File: src/rtl/pipe_pkg.sv
// Shared pipeline definitions: opcode constants, field widths and the
// ID/EX field record used by the decode-to-execute stage.
package pipe_pkg;

   localparam int DATA_W  = 32;
   localparam int OPC_W   = 6;
   localparam int REG_W   = 5;
   localparam int SHAMT_W = 5;
   localparam int FUNCT_W = 6;
   localparam int IMM_W   = 16;

   localparam logic [OPC_W-1:0] OP_RTYPE = 6'h00;
   localparam logic [OPC_W-1:0] OP_BEQ   = 6'h04;
   localparam logic [OPC_W-1:0] OP_ADDI  = 6'h08;
   localparam logic [OPC_W-1:0] OP_ANDI  = 6'h0C;
   localparam logic [OPC_W-1:0] OP_ORI   = 6'h0D;
   localparam logic [OPC_W-1:0] OP_XORI  = 6'h0E;
   localparam logic [OPC_W-1:0] OP_LW    = 6'h23;
   localparam logic [OPC_W-1:0] OP_SW    = 6'h2B;

   typedef struct packed {
      logic [OPC_W-1:0]   opcode;
      logic [REG_W-1:0]   rs;
      logic [REG_W-1:0]   rt;
      logic [REG_W-1:0]   rd;
      logic [SHAMT_W-1:0] shamt;
      logic [FUNCT_W-1:0] funct;
      logic [DATA_W-1:0]  imm32;
      logic [DATA_W-1:0]  pcPlus4;
      logic               memRead;
   } idex_t;

   // Logical immediates are zero-extended; everything else sign-extends.
   function automatic logic ext_sign(input logic [OPC_W-1:0] op);
      logic s;
      case (op)
         OP_ANDI, OP_ORI, OP_XORI: s = 1'b0;
         default:                  s = 1'b1;
      endcase
      return s;
   endfunction

endpackage

File: src/rtl/id_ex_stage_if.sv
// ID-stage / ID-EX bus bundle. The master modport is the stage itself,
// the slave modport is its surroundings (IF/ID, extender, execute stage).
interface id_ex_stage_if;
   import pipe_pkg::*;

   logic                 idValid;
   logic [DATA_W-1:0]    idInstr;
   logic [DATA_W-1:0]    idPcPlus4;
   logic                 idReady;
   logic                 extOp;
   logic [IMM_W-1:0]     imm16;
   logic [DATA_W-1:0]    imm32;
   logic                 exReady;
   logic                 flush;
   logic                 exValid;
   logic [OPC_W-1:0]     exOpcode;
   logic [REG_W-1:0]     exRs;
   logic [REG_W-1:0]     exRt;
   logic [REG_W-1:0]     exRd;
   logic [SHAMT_W-1:0]   exShamt;
   logic [FUNCT_W-1:0]   exFunct;
   logic [DATA_W-1:0]    exImm32;
   logic [DATA_W-1:0]    exPcPlus4;
   logic                 exMemRead;
   logic                 loadUseStall;

   modport master (
      input  idValid, idInstr, idPcPlus4, imm32, exReady, flush,
      output idReady, extOp, imm16, exValid, exOpcode, exRs, exRt, exRd,
             exShamt, exFunct, exImm32, exPcPlus4, exMemRead, loadUseStall
   );

   modport slave (
      output idValid, idInstr, idPcPlus4, imm32, exReady, flush,
      input  idReady, extOp, imm16, exValid, exOpcode, exRs, exRt, exRd,
             exShamt, exFunct, exImm32, exPcPlus4, exMemRead, loadUseStall
   );

endinterface

File: src/rtl/id_ex_stage_load_use_detect.sv
// Load-use hazard detector: the load sitting in ID/EX writes a register
// that the instruction in ID wants to read. r0 never creates a hazard.
module load_use_detect
   import pipe_pkg::*;
(
   input  logic             exValid,
   input  logic             exMemRead,
   input  logic [REG_W-1:0] exRt,
   input  logic [REG_W-1:0] rs,
   input  logic [REG_W-1:0] rt,
   input  logic             idValid,
   output logic             loadUse
);

   assign loadUse = exValid & exMemRead & (exRt != '0) & idValid &
                    ((exRt == rs) | (exRt == rt));

endmodule

File: src/rtl/id_ex_stage.sv
// Decode-to-execute stage: splits the ID instruction into fields, drives the
// external immediate extender, and registers everything into ID/EX with
// valid/ready flow control, flush and load-use bubble insertion.
// Build option: define LOAD_USE_DETECT_EN to enable load-use hazard
// detection; without it loadUse is tied low and the compiler must pad loads.
module id_ex_stage
   import pipe_pkg::*;
(
   input  logic          clk,
   input  logic          rst_n,
   id_ex_stage_if.master bus
);

   idex_t dec_p0;
   idex_t idex_p1;
   logic  vld_p1;
   logic  adv;
   logic  loadUse;

   // Field split of the ID instruction; imm32 returns from the extender
   always_comb begin
      dec_p0         = '0;
      dec_p0.opcode  = bus.idInstr[31:26];
      dec_p0.rs      = bus.idInstr[25:21];
      dec_p0.rt      = bus.idInstr[20:16];
      dec_p0.rd      = bus.idInstr[15:11];
      dec_p0.shamt   = bus.idInstr[10:6];
      dec_p0.funct   = bus.idInstr[5:0];
      dec_p0.imm32   = bus.imm32;
      dec_p0.pcPlus4 = bus.idPcPlus4;
      dec_p0.memRead = (bus.idInstr[31:26] == OP_LW);
   end

   assign bus.extOp = ext_sign(bus.idInstr[31:26]);
   assign bus.imm16 = bus.idInstr[15:0];

   // ID/EX can take a new entry when empty or when execute drains it
   assign adv = bus.exReady | ~vld_p1;

`ifdef LOAD_USE_DETECT_EN
   load_use_detect u_load_use_detect (
      .exValid   (vld_p1),
      .exMemRead (idex_p1.memRead),
      .exRt      (idex_p1.rt),
      .rs        (dec_p0.rs),
      .rt        (dec_p0.rt),
      .idValid   (bus.idValid),
      .loadUse   (loadUse)
   );
`else
   assign loadUse = 1'b0;
`endif

   // A flush always lets ID drop its instruction, hazard or not
   assign bus.loadUseStall = loadUse & ~bus.flush;
   assign bus.idReady      = bus.flush | (adv & ~loadUse);

   // ID/EX register: flush kills, advance loads (bubble clears memRead), else hold
   always_ff @(posedge clk or negedge rst_n) begin
      if (!rst_n) begin
         vld_p1  <= 1'b0;
         idex_p1 <= '0;
      end else if (bus.flush) begin
         vld_p1  <= 1'b0;
      end else if (adv) begin
         vld_p1          <= bus.idValid & ~loadUse;
         idex_p1         <= dec_p0;
         idex_p1.memRead <= dec_p0.memRead & bus.idValid & ~loadUse;
      end
   end

   assign bus.exValid   = vld_p1;
   assign bus.exOpcode  = idex_p1.opcode;
   assign bus.exRs      = idex_p1.rs;
   assign bus.exRt      = idex_p1.rt;
   assign bus.exRd      = idex_p1.rd;
   assign bus.exShamt   = idex_p1.shamt;
   assign bus.exFunct   = idex_p1.funct;
   assign bus.exImm32   = idex_p1.imm32;
   assign bus.exPcPlus4 = idex_p1.pcPlus4;
   assign bus.exMemRead = idex_p1.memRead;

endmodule

File: src/flat_wrapper.sv
// flat-port wrapper written by rule: the top's interface ports become plain ports
module id_ex_stage_flat import pipe_pkg::*;
  (clk, rst_n, bus_idValid, bus_idInstr, bus_idPcPlus4, bus_imm32, bus_exReady, bus_flush, bus_idReady, bus_extOp, bus_imm16, bus_exValid, bus_exOpcode, bus_exRs, bus_exRt, bus_exRd, bus_exShamt, bus_exFunct, bus_exImm32, bus_exPcPlus4, bus_exMemRead, bus_loadUseStall);
  id_ex_stage_if bus_i ();
  input  logic clk;
  input  logic rst_n;
  input wire logic [$bits(bus_i.idValid)-1:0] bus_idValid;
  input wire logic [$bits(bus_i.idInstr)-1:0] bus_idInstr;
  input wire logic [$bits(bus_i.idPcPlus4)-1:0] bus_idPcPlus4;
  input wire logic [$bits(bus_i.imm32)-1:0] bus_imm32;
  input wire logic [$bits(bus_i.exReady)-1:0] bus_exReady;
  input wire logic [$bits(bus_i.flush)-1:0] bus_flush;
  output wire logic [$bits(bus_i.idReady)-1:0] bus_idReady;
  output wire logic [$bits(bus_i.extOp)-1:0] bus_extOp;
  output wire logic [$bits(bus_i.imm16)-1:0] bus_imm16;
  output wire logic [$bits(bus_i.exValid)-1:0] bus_exValid;
  output wire logic [$bits(bus_i.exOpcode)-1:0] bus_exOpcode;
  output wire logic [$bits(bus_i.exRs)-1:0] bus_exRs;
  output wire logic [$bits(bus_i.exRt)-1:0] bus_exRt;
  output wire logic [$bits(bus_i.exRd)-1:0] bus_exRd;
  output wire logic [$bits(bus_i.exShamt)-1:0] bus_exShamt;
  output wire logic [$bits(bus_i.exFunct)-1:0] bus_exFunct;
  output wire logic [$bits(bus_i.exImm32)-1:0] bus_exImm32;
  output wire logic [$bits(bus_i.exPcPlus4)-1:0] bus_exPcPlus4;
  output wire logic [$bits(bus_i.exMemRead)-1:0] bus_exMemRead;
  output wire logic [$bits(bus_i.loadUseStall)-1:0] bus_loadUseStall;
  assign bus_i.idValid = bus_idValid;
  assign bus_i.idInstr = bus_idInstr;
  assign bus_i.idPcPlus4 = bus_idPcPlus4;
  assign bus_i.imm32 = bus_imm32;
  assign bus_i.exReady = bus_exReady;
  assign bus_i.flush = bus_flush;
  assign bus_idReady = bus_i.idReady;
  assign bus_extOp = bus_i.extOp;
  assign bus_imm16 = bus_i.imm16;
  assign bus_exValid = bus_i.exValid;
  assign bus_exOpcode = bus_i.exOpcode;
  assign bus_exRs = bus_i.exRs;
  assign bus_exRt = bus_i.exRt;
  assign bus_exRd = bus_i.exRd;
  assign bus_exShamt = bus_i.exShamt;
  assign bus_exFunct = bus_i.exFunct;
  assign bus_exImm32 = bus_i.exImm32;
  assign bus_exPcPlus4 = bus_i.exPcPlus4;
  assign bus_exMemRead = bus_i.exMemRead;
  assign bus_loadUseStall = bus_i.loadUseStall;
  id_ex_stage u_core (.clk(clk), .rst_n(rst_n), .bus(bus_i));
endmodule
File: config.mk
export PLATFORM = sky130hd
export DESIGN_NAME = id_ex_stage_flat
export DESIGN_NICKNAME = d
export VERILOG_FILES = /design/src/rtl/pipe_pkg.sv /design/src/rtl/id_ex_stage_if.sv /design/src/rtl/id_ex_stage_load_use_detect.sv /design/src/rtl/id_ex_stage.sv /design/src/flat_wrapper.sv
export SDC_FILE = /design/constraint.sdc
export NUM_CORES = 1
export LEC_CHECK = 0
export CORE_UTILIZATION = 43
export CTS_BUF_LIST = sky130_fd_sc_hd__clkbuf_4 sky130_fd_sc_hd__clkbuf_8
export DETAILED_ROUTE_END_ITERATION = 8
export GPL_TIMING_DRIVEN = 0
export PLACE_DENSITY = 0.84
export SYNTH_ARGS = -nofsm -noshare
export SYNTH_HDL_FRONTEND = slang
export SYNTH_SLANG_ARGS = --single-unit
File: constraint.sdc
create_clock -name clk -period 2.4 [get_ports clk]
set_input_delay 0.48 -clock clk [delete_from_list [all_inputs] [get_ports clk]]
set_output_delay 0.48 -clock clk [all_outputs]
set_load 0.01 [all_outputs]
==> Word-level counts from Yosys, hierarchy flattened <==
Cells that the tools add are included.
{ "totals": {"regBits": 98, "input_bits": 101, "output_inout_bits": 117, "wordCells": 25} }
{ "classes": {"eq_ne": 4, "n_mux": 3, "n_bitwise": 5, "n_reduce_logical": 3} }
{ "op_table": {"columns": ["op", "n"], "rows": [
  ["6-bit by 4-bit equality test with 1-bit output, second input constant", 3],
  ["6-bit equality test, second input constant", 1],
  ["1-bit two-way mux", 3],
  ["3-bit OR reduction", 1],
  ["1-bit inverter", 2],
  ["1-bit bitwise OR", 2],
  ["2-bit AND reduction", 1],
  ["2-bit nonzero test", 1],
  ["1-bit AND", 1]
]} }

==> Depth between registers and ports, before layout <==
Gate-level depths: netlist of the first run.
{ "logic_depth": {"word_depth": 4, "mapped_depth": 5, "depth_no_buf": 3} }

==> Worst setup path before layout of the first run <==
OpenSTA, ideal clock, no wires.
{ "synth_timing": {"kind": "register to register", "startpoint": "register u_core.vld_p1 (netlist: u_core.bus.exValid)", "endpoint": "register u_core.idex_p1, in the netlist u_core.bus.exImm32[18]", "setup_ns": 0.125, "t_arrival_ns": 1.277, "required_time_ns": 2.275, "slack_ns": 0.998, "stages_incl_launch_ff": 6, "n_path_buf": 2, "synth_period_minus_slack_ns": 1.402, "path_cell_list": "dfrtp_1 > nor2b_4 > nor2_4 > buf_6 > buf_6 > mux2_4"} }
{ "synth_between": {"elab_chain_cells": 3} }
{ "synth_lines": {"columns": ["element", "line_no", "rtl"], "rows": [
  ["from (decl)", "id_ex_stage.sv:16", "logic vld_p1;"],
  ["from (signal assigned)", "id_ex_stage.sv:66", "vld_p1 <= bus.idValid & ~loadUse;"],
  ["1-bit inverter", "id_ex_stage.sv:38", "assign adv = bus.exReady | ~vld_p1;"],
  ["1-bit bitwise OR", "id_ex_stage.sv:38", null],
  ["2-bit AND reduction (no line)", null, null],
  ["to (signal assigned)", "id_ex_stage.sv:67", "idex_p1 <= dec_p0;"],
  ["to (decl)", "id_ex_stage.sv:15", "idex_t idex_p1;"]
]} }
No other way between the ends.
A chain may end at the register's enable or synchronous reset.

==> Final worst setup path of the first run <==
{ "layout_timing": {"startpoint": "input bus_idInstr[30]", "endpoint": "output bus_extOp"} }
{ "layout_between": {"elab_chain_cells": 3, "word_cells_on_any_way": 5, "classes_between": "eq/ne (3); mux (1); reduce/logical (1)"} }
{ "layout_lines": {"columns": ["element", "line_no", "rtl"], "rows": [
  ["from (decl)", "flat_wrapper.sv:8", "input wire logic [$bits(bus_i.idInstr)-1:0] bus_idInstr;"],
  ["6-bit by 4-bit equality test with 1-bit output", "pipe_pkg.sv:36", "case (op)"],
  ["3-bit OR reduction *", "pipe_pkg.sv:36", null],
  ["1-bit two-way mux *", "pipe_pkg.sv:36", null],
  ["to (decl)", "flat_wrapper.sv:14", "output wire logic [$bits(bus_i.extOp)-1:0] bus_extOp;"]
]} }
Mark *: on every way between the ends. The rest lies on a longest branch, timed or not.

==> results.md, run 1 <==
* Fillcell total at 578
* Non-Filler Instances at roughly 570
* VDD IR max at around 0.34 mV
* Post_cts resized at 0
* DRT Wirelength at about 9700 um
* Comb pwr share at 27.1%
* Met3 wire len at 793 um
* Hold Crit Class: primary input to asynchronous set/reset pin
* Setup bufs post-CTS at 0
* Most common cell after layout, fill and taps aside: clkdlybuf4s50_1
* Clock slew at reported path FFs at around 110 ps
* Layout cell share with drive strength beyond 1 at a little under a third
* Fmax achieved at between 0.4 and 0.5 GHz
* Dpl cells at between 500 and 600
* Max-cap violations at 0
* Root buf cell: clkbuf_8
* Initial antenna violation count at 0
* Max layer used: met4
* Htree depth at 3
* Net Count, Synth at 333
* Setup TNS at 0 ps
* Reg2reg start: u_core.bus.exValid
* DIE WIDTH at between 90 and 100 um
* Sw Ratio at between 20% and 30%
* Netlist Area Pre-Place at around 4000 um2
* # diodes at 0
* Clock Tree Buf Depth at 2
* Final setup violating endpoints at 0
* GRT Total Usage at around 21%
* CP required at 1920 ps
* Outcome: finished clean
* Placer Congestion at slightly above 0.7
* Startpoint Class: primary input
* Worst reg2reg path depth at 5
* Core Footprint at just under 9000 um2
* Metal1 wirelength at around 3800 um
* Row Count at 34
* Worst-Skew Late Latency at approximately 360 ps
* Synth cell types at 15
* Clock power share at 26.1%
* Post-place setup slack at approximately 140 ps
* Placed cell areas at about 6200 um2
* Num CTS Buffers at 9
* Critical Path End Type: output pin
* GRT Residual Overflow at 0
* Largest net degree at the start of global routing at 56
* WP data arrival at roughly 1800 ps
* Cell Int Power at around 3100 uW
* Min Hold Slack at a little under 100 ps
* Avg Vias per Cell at 4.726
* Post-CTS Hold Buffers at 0
* Routed WL per cell at around 17 um
* Residual DRC at 0
* Crit path kind: primary input to output pin
* 1st-pass router iterations at 4
* Most frequent cells in the layout: 215 x clkdlybuf4s50_1, 98 x dfrtp_1, 67 x mux2_2
* Sequential area share after synthesis at between 60% and 70%
* Final period util at 93.09%
* Post-synthesis average cell area at ~17 um2
* Layout Skew at around 23 ps
* Internal reg-to-reg setup slack at 870 ps
* R2R Path End: u_core.bus.exPcPlus4[0]
* Synth warnings at 0
* DR vias at 2708
* RSZ-0062 raised after global routing: no
* Routed Antenna Nets at 0
* Flop pwr share at a little under half
* Die Height at about 98 um
* Slew @ Worst Pin at 584.9 ps
* First-pass GRT wire length at about 15000 um
* Pwr Density at around 650 nW/um2
* Cell count after synthesis at about 230
* Slew Limit Headroom at between 60% and 70%
* Num ports at approximately 220
* Number of global-route vias before repair at 2889
* Final hold vios at 0
* Psw at around 1100 uW
* 1st-iter DRT viols at 45
* Layout overhead on the synthesized area at 64.26%
* Slew Viols, Final at 0
* Minimum clock period at between 2000 and 2500 ps
* Worst Path Max Fanout at 3
* Total leakage power at ~0.0028 uW
* CTS tree: yes
* Number of port buffers at ~220
* Finished Cell Area at around 6500 um2
* Final Worst Setup Slack at ~170 ps
* Detailed Place HPWL at approximately 7400 um
* Wire length on met2 at between 4000 and 5000 um
* Final #Nets at roughly 560
* Flop and latch count out of synthesis at 98
* Starting Density at between 40 and 50%
* Die area at roughly 9500 um2
* TritonCTS Sinks at 98
[power groups by stage]
| stage | sequential (uW) | combinational, uW | clock (uW) |
|---|---|---|---|
| after floorplan | 2080 | 332 | 0 |
| after global placement | 1980 | 1120 | 0 |
| after detailed placement | 1990 | 1150 | 0 |
| after CTS | 1960 | 1150 | 1130 |
| after global routing | 1990 | 1200 | 1190 |
| final | 1960 | 1130 | 1090 |
[final cells by class]
class	count	area [um2]	share of cell area (%)
sequential	98	2452	38.01
timing repair buffer	217	2187	33.90
multi-input combinational	107	1272	19.72
buffer	27	202.7	3.142
tap	108	135.1	2.095
clock buffer	10	131.4	2.036
clock inverter	6	70.07	1.086
[flip-flops by register name (all words and copies together), names as in the netlist]
register,flops
u_core.bus.exImm32,32
u_core.bus.exValid,1
u_core.bus.exPcPlus4,32
u_core.bus.exOpcode,6
u_core.bus.exRs,5
u_core.bus.exFunct,6
u_core.bus.exMemRead,1
u_core.bus.exRt,5
u_core.bus.exRd,5
u_core.bus.exShamt,5
[cells in the mapped netlist]
master / number / area, um2
mux2_2: 67 / 754.5
dfrtp_1: 98 / 2452
nand2b_1: 1 / 6.260
nand3_1: 1 / 5.000
buf_4: 17 / 127.6
a211oi_1: 1 / 7.510
nand4_1: 1 / 6.260
mux2_4: 30 / 450.4
buf_6: 4 / 45.04
nor4_1: 1 / 6.260
conb_1: 1 / 3.750
nor2_1: 2 / 7.510
buf_2: 6 / 30.03
nor2b_4: 1 / 13.76
nor2_4: 1 / 11.26
[logic make-up after synthesis]
kind of cell	Yosys count	synth area share (%)
AOI/OAI and AO/OA	1	0.1912
DFF	98	62.44
and+or+nand+nor	8	1.434
other	1	0.09548
buffers and inverters	27	5.161
muxes	97	30.68
[per-stage QoR]
step	utilization [%]	total power [uW]
3_5_place_dp	71.32	3141
5_1_grt	73.62	4380
6_report	73.62	4190
2_1_floorplan	-	2415
3_3_place_gp	71.03	3102
4_1_cts	73.62	4244
[per-layer routing]
metal,global-route usage (%),vias up
met5,0,-
met4,7.692,0
met3,6.835,16
met2,36.15,132
met1,23.20,1313
li1,-,1247
[how the worst max path moves through the flow]
| stage | depth (start not counted) | slack [ps] | start | to |
|---|---|---|---|---|
| 2_1_floorplan | 5 | 1000 | u_core.bus.exValid | u_core.bus.exImm32[18] |
| 3_3_place_gp | 1 | -2750 | rst_n | u_core.bus.exImm32[26] |
| 3_5_place_dp | 4 | 140 | bus_idInstr[27] | bus_extOp |
| 4_1_cts | 4 | 150 | bus_idInstr[30] | bus_extOp |
| 5_1_grt | 4 | 120 | bus_idInstr[30] | bus_extOp |
| 6_report | 4 | 170 | bus_idInstr[30] | bus_extOp |
[worst max-delay path: stages]
cell and delay, ps:
clkdlybuf4s50_1 460, a211oi_1 230, nand3_1 110, clkdlybuf4s50_1 480
Note: power is estimated with default switching activity, not from simulation.
==> inputs of run 2 (changes only) <==
--- a/config.mk
+++ b/config.mk
@@ -8,7 +8,6 @@
 export CORE_UTILIZATION = 43
 export CTS_BUF_LIST = sky130_fd_sc_hd__clkbuf_4 sky130_fd_sc_hd__clkbuf_8
 export DETAILED_ROUTE_END_ITERATION = 8
-export GPL_TIMING_DRIVEN = 0
 export PLACE_DENSITY = 0.84
 export SYNTH_ARGS = -nofsm -noshare
 export SYNTH_HDL_FRONTEND = slang
==> results.md, run 2 (same netlist as run 1, synthesis figures left out) <==
* Finished Cell Area at 6346 um2
* Htree depth at 3
* Reg2reg start: u_core.bus.exValid
* Largest net degree at the start of global routing at 48
* Most common cell after layout, fill and taps aside: clkdlybuf4s50_1
* Layout Skew at between 6 and 7 ps
* Avg Vias per Cell at between 4 and 5
* Clock Tree Buf Depth at 2
* Top cell by count, worst path: clkdlybuf4s50_1
* Die Height at between 90 and 100 um
* TritonCTS Sinks at 98
* Worst-Skew Late Latency at ~350 ps
* Max-cap violations at 0
* 1st-pass router iterations at 4
* Residual DRC at 0
* # diodes at 0
* Flop pwr share at 47.0%
* Post_cts resized at 0
* Routed WL per cell at 16.86 um
* Die area at 9520 um2
* GRT Total Usage at between 20 and 25%
* Final period util at a little over nine tenths
* Initial antenna violation count at 0
* 1st-iter DRT viols at between 40 and 50
* DR vias at around 2600
* Final setup violating endpoints at 0
* Worst path slowest cell: clkdlybuf4s50_1
* Psw at roughly 1000 uW
* Worst reg2reg path depth at 4
* DIE WIDTH at 97.57 um
* Starting Density at between 40% and 50%
* Pwr Density at 656.7 nW/um2
* Fillcell total at between 600 and 700
* Multi-input logic area at 1272 um2
* Final #Nets at approximately 540
* Register area at approximately 2500 um2
* WP buf/inv at 2
* Setup bufs post-CTS at 0
* Hold Crit Class: primary input to asynchronous set/reset pin
* GRT Residual Overflow at 0
* RSZ-0062 raised after global routing: no
* Crit path kind: primary input to output pin
* Number of port buffers at 216
* Core Footprint at ~8800 um2
* Comb pwr share at between 20% and 30%
* Total leakage power at between 0.002 and 0.003 uW
* Placed cell areas at between 6000 and 7000 um2
* Layout cell share with drive strength beyond 1 at ~28%
* VDD IR max at 0.3944 mV
* DRT Wirelength at 9322 um
* First-pass GRT wire length at 14840 um
* Slew Viols, Final at 0
* Outcome: finished clean
* Final hold vios at 0
* Cell Int Power at 3132 uW
* Critical Path End Type: output pin
* Layout overhead on the synthesized area at 61.58%
* Num CTS Buffers at 9
* CP required at 1920 ps
* Startpoint Class: primary input
* Minimum clock period at around 2300 ps
* Root buf cell: clkbuf_8
* Internal reg-to-reg setup slack at about 800 ps
* WP data arrival at between 1500 and 2000 ps
* CP cell instances: clkdlybuf4s50_1 -> a211oi_1 -> nand3_1 -> clkdlybuf4s50_1
* Setup TNS at 0 ps
* Critical path's top delay family: buffers and inverters
* Placer Congestion at approximately 0.75
* Sw Ratio at 24.83%
* Most frequent cells in the layout: 215 x clkdlybuf4s50_1, 98 x dfrtp_1, 67 x mux2_2
* Detailed Place HPWL at around 7000 um
* Post-CTS Hold Buffers at 0
* Row Count at 34
* Stages on the worst setup path at 4
* CTS tree: yes
* Routed Antenna Nets at 0
* Fmax achieved at approximately 0.44 GHz
* Clock power share at 26.1%
* CP max stage delay at just under 500 ps
* Num ports at approximately 220
* Clock slew at reported path FFs at approximately 90 ps
* Number of global-route vias before repair at between 2000 and 3000
* Worst Path Max Fanout at 3
* R2R Path End: u_core.bus.exShamt[2]
==> run 2: cell count changes in the layout (fill, tap and decap cells not counted), sizes merged <==
cell / change
clkinvlp: +1
buf: -20
inv: -4
clkinv: +1
clkbuf: +2
==> run 2: final cells by class <==
class	count	area share (%)
clock inverters	4	0.8084
multi-input cells	107	20.05
repair buffers	224	35.96
clock buffers	12	2.405
well taps	108	2.129
flip-flops and latches	98	38.64
==> run 2: worst max-delay path by stage <==
stage                             end               start
6_report                    bus_extOp     bus_idInstr[27]
5_1_grt                     bus_extOp     bus_idInstr[27]
4_1_cts                     bus_extOp     bus_idInstr[27]
3_5_place_dp                bus_extOp     bus_idInstr[27]
3_3_place_gp                bus_extOp     bus_idInstr[27]
2_1_floorplan  u_core.bus.exImm32[18]  u_core.bus.exValid
==> run 2: worst register-to-register path, delay by kind of cell (launching register included) <==
| kind | cells | cell delay, ps |
|---|---|---|
| buf+inv | 1 | 270 |
| mux | 1 | 370 |
| simple gates | 2 | 470 |
| flops | 1 | 390 |
==> run 2: power by group through the flow <==
stage,Combinational [uW],Sequential [uW],Clock (uW)
final,1120,1960,1090
after floorplan,332,2080,0
after global routing,1180,1990,1190
after detailed placement,1130,1990,0
after global placement,1110,1980,0
after CTS,1140,1960,1120
==> run 2: through the flow <==
stage	power (uW)	instances	hold WS (ps)	utilization, %	setup slack (ps)
6_report	4167	553	20.55	72.42	107.5
2_1_floorplan	2415	232	184.4	-	997.7
3_5_place_dp	3124	537	414.1	70.09	100.9
4_1_cts	4217	553	11.98	72.42	98.62
3_3_place_gp	3094	537	407.7	70.09	154.9
5_1_grt	4359	553	27.60	72.42	27.51
==> run 2: layer usage <==
metal	vias to the layer above	routed length (um)	GRT usage [%]
li1	1200	-	-
met1	1289	3694	23.59
met2	131	4664	34.10
met3	14	786	6.763
met4	0	176	7.466
met5	-	0	0
